===== config.mk =====
export PLATFORM = sky130hd
export DESIGN_NAME = sram_arbiter_2p
export DESIGN_NICKNAME = d
export VERILOG_FILES = /design/src/rtl/sram_arbiter_2p.sv
export SDC_FILE = /design/constraint.sdc
export NUM_CORES = 1
export LEC_CHECK = 0
export BUFFER_PORTS_ARGS = -buffer_cell sky130_fd_sc_hd__buf_2
export CAP_MARGIN = 10
export CORE_AREA = 2 2 89 91
export CTS_CLUSTER_DIAMETER = 120
export DETAILED_ROUTE_END_ITERATION = 12
export DIE_AREA = 0 0 91 93
export GPL_ROUTABILITY_DRIVEN = 0
export GPL_TIMING_DRIVEN = 0
export SLEW_MARGIN = 20
export SYNTH_ARGS = -nofsm -noshare
export SYNTH_HDL_FRONTEND = slang
export SYNTH_SLANG_ARGS = --single-unit

===== constraint.sdc =====
create_clock -name clk -period 0.85 [get_ports clk]
set_input_delay 0.1275 -clock clk [delete_from_list [all_inputs] [get_ports clk]]
set_output_delay 0.1275 -clock clk [all_outputs]
set_load 0.01 [all_outputs]

===== src/rtl/sram_arbiter_2p.sv =====
// Two-port arbiter in front of a single-port SRAM macro with 1-cycle read latency.
// Define SRAM_ARB_RR_EN for round-robin contention; otherwise port 0 has fixed priority.
module sram_arbiter_2p #(
    parameter int AW = 9,
    parameter int DW = 32
) (
    input  logic          clk,
    input  logic          rst_n,
    input  logic          req0_valid,
    output logic          req0_ready,
    input  logic          req0_we,
    input  logic [AW-1:0] req0_addr,
    input  logic [DW-1:0] req0_wdata,
    output logic          rsp0_valid,
    output logic [DW-1:0] rsp0_rdata,
    input  logic          req1_valid,
    output logic          req1_ready,
    input  logic          req1_we,
    input  logic [AW-1:0] req1_addr,
    input  logic [DW-1:0] req1_wdata,
    output logic          rsp1_valid,
    output logic [DW-1:0] rsp1_rdata,
    output logic [AW-1:0] sram_a,
    output logic          sram_csb,
    output logic          sram_web,
    output logic          sram_oeb,
    output logic [DW-1:0] sram_i,
    input  logic [DW-1:0] sram_o
);

    logic       gnt0_s;
    logic       gnt1_s;
    logic [1:0] rsp_valid_d;
    logic [1:0] rsp_valid_q;

`ifdef SRAM_ARB_RR_EN
    // last_q = 1 means port 1 was granted most recently
    logic last_d;
    logic last_q;

    // Round-robin grant; rst_n gating forces ready low asynchronously in reset
    always_comb begin
        gnt0_s = rst_n & req0_valid & (~req1_valid | last_q);
        gnt1_s = rst_n & req1_valid & (~req0_valid | ~last_q);
    end

    // Pointer moves only when a transfer happens
    always_comb begin
        last_d = last_q;
        if (gnt0_s) begin
            last_d = 1'b0;
        end else if (gnt1_s) begin
            last_d = 1'b1;
        end else begin
            last_d = last_q;
        end
    end

    // Last-granted pointer register
    always_ff @(posedge clk or negedge rst_n) begin
        if (!rst_n) begin
            last_q <= 1'b1;
        end else begin
            last_q <= last_d;
        end
    end
`else
    // Fixed priority: port 0 always wins contention
    always_comb begin
        gnt0_s = rst_n & req0_valid;
        gnt1_s = rst_n & req1_valid & ~req0_valid;
    end
`endif

    // SRAM command mux from the granted request
    always_comb begin
        sram_csb = 1'b1;
        sram_web = 1'b1;
        sram_a   = {AW{1'b0}};
        sram_i   = {DW{1'b0}};
        case ({gnt1_s, gnt0_s})
            2'b01: begin
                sram_csb = 1'b0;
                sram_web = ~req0_we;
                sram_a   = req0_addr;
                sram_i   = req0_wdata;
            end
            2'b10: begin
                sram_csb = 1'b0;
                sram_web = ~req1_we;
                sram_a   = req1_addr;
                sram_i   = req1_wdata;
            end
            default: begin
                sram_csb = 1'b1;
                sram_web = 1'b1;
                sram_a   = {AW{1'b0}};
                sram_i   = {DW{1'b0}};
            end
        endcase
    end

    // Only granted reads produce a response on the following cycle
    always_comb begin
        rsp_valid_d = {gnt1_s & ~req1_we, gnt0_s & ~req0_we};
    end

    // Response-valid flags; reset drops any read still in flight
    always_ff @(posedge clk or negedge rst_n) begin
        if (!rst_n) begin
            rsp_valid_q <= 2'b00;
        end else begin
            rsp_valid_q <= rsp_valid_d;
        end
    end

    // Read data comes straight from the macro during the response cycle
    always_comb begin
        req0_ready = gnt0_s;
        req1_ready = gnt1_s;
        rsp0_valid = rsp_valid_q[0];
        rsp1_valid = rsp_valid_q[1];
        rsp0_rdata = rsp_valid_q[0] ? sram_o : {DW{1'b0}};
        rsp1_rdata = rsp_valid_q[1] ? sram_o : {DW{1'b0}};
        sram_oeb   = ~rst_n;
    end

endmodule


# After elaboration in Yosys (flattened, before gate mapping)

Index checks and enable logic that the tools add are counted.

Register bits after elaboration: 2
Bits in latches: 0
Memory bits (writable): 0
Memory bits (read-only): 0
Input port bits: 120
Output and inout bits: 112
Logic and storage cells: 19
Memories: 0

Add/sub/neg operators: 0
Multiply operators: 0
Div/mod/pow operators: 0
$lt $le $gt $ge: 0
Eq/ne operators: 2
Shift-type cells: 0
Mux-type cells: 6
Bitwise logic cells: 9
Reductions and logical operators: 1

Operators by type and width:

| operator                                       | count |
|---|---|
| 2-to-1 mux 32 bit                              | 2 |
| case mux 32 bit (2 select lines)               | 1 |
| case mux 9 bit (2 select lines)                | 1 |
| bitwise AND 1 bit                              | 5 |
| inverter 1 bit                                 | 4 |
| == test 2 x 1 -> 1 bit (second input constant) | 1 |
| == test 2 bit (second input constant)          | 1 |
| case mux 1 bit (2 select lines)                | 1 |
| OR reduction 2 bit                             | 1 |
| 2-to-1 mux 1 bit                               | 1 |

# Depth between registers and ports, before layout

Gate-level depths: netlist of run 1.

Depth in word-level cells: 5
Mapped depth: 4

# Worst setup path before layout of run 1

OpenSTA, ideal clock, no wires.

Path type: reg2out
Start: register rsp_valid_q[0]
End: output port rsp0_rdata[31]
Arrival time: 0.820 ns
Data required time: 0.722 ns
Setup slack: -0.097 ns
Stages on the path, launching flop included: 3
Buffers on the path: 1
Cell sequence: dfrtp_1 > clkbuf_1 > and2_1

Word-level cells in the longest chain between the ends: 1

Ends and longest elaborated chain:

| element                  | line | text |
|---|---|---|
| start: declaration       | 34   | `logic [1:0] rsp_valid_q;` |
| start signal: assignment | 113  | `rsp_valid_q <= rsp_valid_d;` |
| 2-to-1 mux 32 bit        | 123  | `rsp0_rdata = rsp_valid_q[0] ? sram_o : {DW{1'b0}};` |
| end: declaration         | 15   | `output logic [DW-1:0] rsp0_rdata,` |

Every way passes these cells.

# Worst setup path in the final report of run 1

Start: register rsp_valid_q[1]
End: output port rsp1_rdata[28]

Word-level cells in the longest chain between the ends: 1

Ends and longest elaborated chain:

| element           | line | text |
|---|---|---|
| 2-to-1 mux 32 bit | 124  | `rsp1_rdata = rsp_valid_q[1] ? sram_o : {DW{1'b0}};` |
| end: declaration  | 22   | `output logic [DW-1:0] rsp1_rdata,` |

Every way passes these cells.

==> results.cfg, run 1 <==
[timing]
drv_slew = 0
fin_crit_sh_pct = 144
maxSlewHeadroom_pct = 85.1
timing.final.hold_violations = 0
fin_tns_setup_ns = -34.56
finalSetupViolCount = 109
rsz0062_at_grt = true
hold_slack_ns = 0.103
fin_crit_ns = 1.22
tightest_slew_ns = 0.224
max_freq_mhz = 817
fin_ws_ns = -0.373

[die]
io_pins = 232
die_h_um = 93
die_area_um2 = 8460
die_w_um = 91
core_area_um2 = 7530
rows = 32
start_util_pct = 14.3

[logic_synthesis]
synth_fp_nets = 258
synth.avg_cell_area_um2 = 7.79
synth.distinct_cells = 17
ys_ff_latch = 2
yosysSeqAreaShare_pct = 4.66
synth_top_area_share_pct = 37.8
synth_area_leaders = and2_1, a32o_1, buf_8
synth_area_leader_cell = and2_1
synthCells = 138
yosysWarnings = 0
syn_area_um2 = 1070

[global_routing]
overflow = 0
grt_pass1_vias = 2346
antenna_found_initial = 3
grt_pass1_wl_um = 12100
grt_start_max_net_pins = 11
globalRouteTotalUtil_pct = 17.9

[critical_path]
crit_end = rsp1_rdata[28]
cp.required_ns = 0.72
start_kind = flip-flop
crit_type = flip-flop to output port
cp-startpoint = rsp_valid_q[1]
arrival_ns = 1.10
end_kind = output port
path_max_fanout = 6

[finish]
final_layout_size_suffix_gt1_share_pct = 96.7
syn2layout_area_growth_pct = 242
largest_reg_flops = 2
reg_top3 = rsp_valid_q x2
nets = 513
regMostFlops = rsp_valid_q
final_cells = 495
final_core_util_pct = 48.8

[route]
drc = 0
wire_per_inst_um = 16.9
vias = 2229
drt_first_pass_iters = 4
drtAntennaViolNets = 0
routed_via_density = 4.50
finalWirelength_um = 8350
drt_iter0_markers = 43

[clock_network]
cts_made_buffers = 3
numClockSinks = 2
cts-root-buf = clkbuf_8
cts_buffer_depth = 2
cts_tree = yes
clk_pin_slew_ns = 0.03
h-tree-depth = 1

[power_and_ir_drop]
comb_power_share_pct = 75.7
switching_power_mw = 0.687
p_leak_nw = 2.08
total_power_mw = 2.02
p_int_mw = 1.34
power.share.switching_pct = 34.0
power_frac_clock_pct = 19.1
power_frac_seq_pct = 5.3
ir_worst_vdd_mv = 0.330
powerDensity_nw_per_um2 = 551

[placed_design]
dp_hpwl_um = 5700
dp_cells = 470
port_buffers = 230

[status]
status = finished, violations left
violations = setup timing

[min_path]
hold_path.class = input pin to flip-flop
hp-start = req0_valid

[run]
maxCapViolCount = 0
cell type report:
cell class	instances	area [um2]
well taps	102	128
inverters	1	3.75
clock buffers	3	41.3
repair buffers	252	2110
plain buffers	18	223
flip-flops and latches	2	52.6
diodes	2	5.00
fillers	657	3850
multi-input cells	115	1110
through the flow:
| step | setup WS (ns) | cell area, um2 |
|---|---|---|
| after global placement | -0.357 | 2640 |
| after detailed placement | -0.368 | 2640 |
| final | -0.373 | 3670 |
| after floorplan | -0.0354 | 1360 |
| after CTS | -0.387 | 3620 |
| after global routing | -0.401 | 3670 |
how the worst min path moves through the flow:
stage | to | slack, ns | cells after the start
6_report | rsp_valid_q[1] | 0.10 | 2
5_1_grt | rsp_valid_q[1] | 0.10 | 2
4_1_cts | rsp_valid_q[1] | 0.1 | 2
3_5_place_dp | rsp_valid_q[0] | -0.05 | 1
3_3_place_gp | rsp_valid_q[1] | -0.05 | 1
2_1_floorplan | rsp_valid_q[0] | -0.17 | 0
power groups by stage:
stage / Sequential, mW / Clock, mW / Combinational, mW
floorplan: 0.107 / 0 / 0.525
global route: 0.107 / 0.415 / 1.62
CTS: 0.106 / 0.400 / 1.49
global placement: 0.108 / 0 / 1.06
detailed placement: 0.108 / 0 / 1.07
finish: 0.106 / 0.386 / 1.53
placed cells by master (no fill, tap or decap), drive strengths merged:
cell type	count
dfrtp	2
nand2b	1
clkbuf	12
and2	66
inv	1
nand2	1
nor2	1
o21ai	1
o2bb2ai	1
buf	260
a32o	40
nor3	1
diode	2
dlygate4sd3	1
nor2b	2
a32oi	1
cells in the mapped netlist, drive strengths merged:
cell and instances:
and2 65, a32o 40, buf 12, clkbuf 9
dfrtp 2, nor2b 2, a32oi 1, inv 1
nand2 1, nand2b 1, nor2 1, nor3 1
o21ai 1, o2bb2ai 1
metal layers:
metal | part of all wire, % | GRT usage (%)
met1 | 35 | 17.4
met2 | 57 | 37.5
met3 | 7.8 | 4.75
met4 | 0.42 | 3.16
met5 | 0.19 | 0
kinds of logic (layout without fill, tap and decap cells):
logic type | after synthesis | in the layout | synth area share (%)
compound gates | 43 | 43 | 39.3
buf+inv | 22 | 274 | 15.2
flops | 2 | 2 | 4.66
other cells | 0 | 2 | 0
simple gates | 71 | 72 | 40.7
repair_timing:
action	in CTS	in global routing
resized for setup	138	7
hold buffers	1	0
cloned	10	1
endpoints found under the setup margin	112	110
pin swaps	12	12
endpoints found under the hold margin	2	0
setup buffers	12	0
critical path: stages (launching register included):
cell,delay (ns)
dfrtp_2,0.45
clkbuf_8,0.17
and2_1,0.13
buf_2,0.14
Power figures use the tool's default switching activity.
==> inputs of run 2 (changes only) <==
--- a/config.mk
+++ b/config.mk
@@ -5,6 +5,7 @@
 export SDC_FILE = /design/constraint.sdc
 export NUM_CORES = 1
 export LEC_CHECK = 0
+export ABC_AREA = 1
 export BUFFER_PORTS_ARGS = -buffer_cell sky130_fd_sc_hd__buf_2
 export CAP_MARGIN = 10
 export CORE_AREA = 2 2 89 91
==> results.cfg, run 2 <==
[timing]
finalSetupViolCount = 112
rsz0062_at_grt = true
maxSlewHeadroom_pct = 88.6
tightest_slew_ns = 0.170
fin_tns_setup_ns = -33.43
drv_slew = 0
fin_crit_ns = 1.25
max_freq_mhz = 797
hold_slack_ns = 0.170
timing.final.hold_violations = 0
fin_crit_sh_pct = 148
fin_ws_ns = -0.405

[clock_network]
cts_buffer_depth = 2
clk_pin_slew_ns = 0.03
h-tree-depth = 1
cts-root-buf = clkbuf_8
numClockSinks = 2
cts_made_buffers = 3
cts_tree = yes

[min_path]
hold_path.class = input pin to flip-flop

[power_and_ir_drop]
total_power_mw = 2.08
ir_worst_vdd_mv = 0.495
p_leak_nw = 2.94
p_int_mw = 1.23
comb_power_share_pct = 77.2
power.share.switching_pct = 40.7
switching_power_mw = 0.846
power_frac_clock_pct = 17.9
power_frac_seq_pct = 4.9
powerDensity_nw_per_um2 = 500

[logic_synthesis]
synth_common_cells = nand2_1, inv_1, nand2_2, buf_2, clkbuf_1
synth_most_common_cell = nand2_1
yosysSeqAreaShare_pct = 4.23
syn_area_um2 = 1180
synthCells = 283
synth_area_leader_cell = nand2_1
synth_fp_nets = 403
synth.distinct_cells = 11
synth.avg_cell_area_um2 = 4.18
ys_ff_latch = 2
yosysWarnings = 0
synth-edff-count = 0
synth_area_leaders = nand2_1, inv_1, nand2_2
synth_ff_type = dfrtp_1
synthArstFlopShare_pct = 100
synth_top_area_share_pct = 58.0

[route]
routed_via_density = 4.04
drtAntennaViolNets = 0
wire_per_inst_um = 12.6
drt_iter0_markers = 14
finalWirelength_um = 8230
drt_first_pass_iters = 6
vias = 2645
drc = 0

[die]
io_pins = 232
core_area_um2 = 7530
rows = 32
start_util_pct = 15.7
die_w_um = 91
die_area_um2 = 8460
die_h_um = 93

[global_routing]
grt_pass1_vias = 2484
grt_start_max_net_pins = 11
antenna_found_initial = 0
overflow = 0
globalRouteTotalUtil_pct = 15.8
grt_pass1_wl_um = 11200

[critical_path]
crit_type = flip-flop to output port
cp_slowest_stage_delay_ns = 0.40
cp.required_ns = 0.72
cp_slowest_cell = dfrtp_2
path_cells = buf_12 -> clkbuf_16 -> nand2_4 -> inv_2 -> buf_6
arrival_ns = 1.13
start_kind = flip-flop
path_max_fanout = 7
end_kind = output port

[finish]
largest_reg_flops = 2
syn2layout_area_growth_pct = 251
final_layout_size_suffix_gt1_share_pct = 84.4
regMostFlops = rsp_valid_q
antenna_cells = 0
fin_area_um2 = 4160
nets = 675
reg_top3 = rsp_valid_q x2
layout_commonest_cell = buf_2
final_cell_mix = buf_2, buf_6, nand2_2

[status]
status = finished, violations left
violations = setup timing

[run]
maxCapViolCount = 0

[placed_design]
dp_slack_ns = -0.321
place_area_um2 = 2510
port_buffers = 231
dp_hpwl_um = 5150
-- run 2: per-layer routing --
metal	wire length [um]	part of all wire (%)	track usage, %	vias to the layer above
met1	2640	32	16.2	1172
met4	110	1.3	2.65	0
li1	-	-	-	1313
met3	638	7.8	3.22	12
met5	0	0	0	-
met2	4840	59	32.8	148
-- run 2: critical path, delay by kind of cell (launching register included) --
family	cells	cell delay (ns)
buf+inv	4	0.46
flops	1	0.40
simple gates	1	0.05
-- run 2: through the flow --
stage | utilization, % | instances
after global placement | 33.3 | 616
after CTS | 43.6 | 647
after floorplan | - | 283
after global routing | 55.3 | 655
final | 55.3 | 655
after detailed placement | 33.3 | 616
-- run 2: cell families (layout without fill, tap and decap cells) --
kind of cell,count (synthesis),in the layout,synth area share [%]
buffers and inverters,86,356,31.1
DFF,2,2,4.23
and+or+nand+nor,195,195,64.7
-- run 2: cell type report --
| cell class | count | area (um2) |
|---|---|---|
| Timing Repair Buffer | 267 | 2070 |
| Buffer | 13 | 206 |
| Tap cell | 102 | 128 |
| Sequential cell | 2 | 52.6 |
| Inverter | 72 | 283 |
| Multi-Input combinational cell | 195 | 1360 |
| Clock buffer | 3 | 41.3 |
| Fill cell | 682 | 3370 |
| Timing Repair inverter | 1 | 16.3 |
-- run 2: worst paths after layout --
check | startpoint | end | slack [ns] | cells after the start
hold / removal | req0_we | rsp_valid_q[0] | 0.17 | 4
min in group asynchronous | rst_n | rsp_valid_q[0] | 0.58 | 5
max in group asynchronous | rst_n | rsp_valid_q[1] | 0.13 | 5
setup / recovery | rsp_valid_q[0] | rsp0_rdata[26] | -0.40 | 5
-- run 2: power by group through the flow --
stage | combinational [mW] | clock [mW] | sequential (mW)
finish | 1.60 | 0.372 | 0.103
global route | 1.71 | 0.393 | 0.103
CTS | 1.23 | 0.387 | 0.107
detailed placement | 0.907 | 0 | 0.110
global placement | 0.896 | 0 | 0.110
floorplan | 0.373 | 0 | 0.107
-- run 2: repair_timing --
action                     in CTS  in global routing
gates cloned                   14                  1
setup endpoints to repair     110                111
buffers inserted               14                  7
hold buffers                    1                  0
resized for setup             143                227
pin swaps                      26                 29
hold endpoints to repair        2                  0
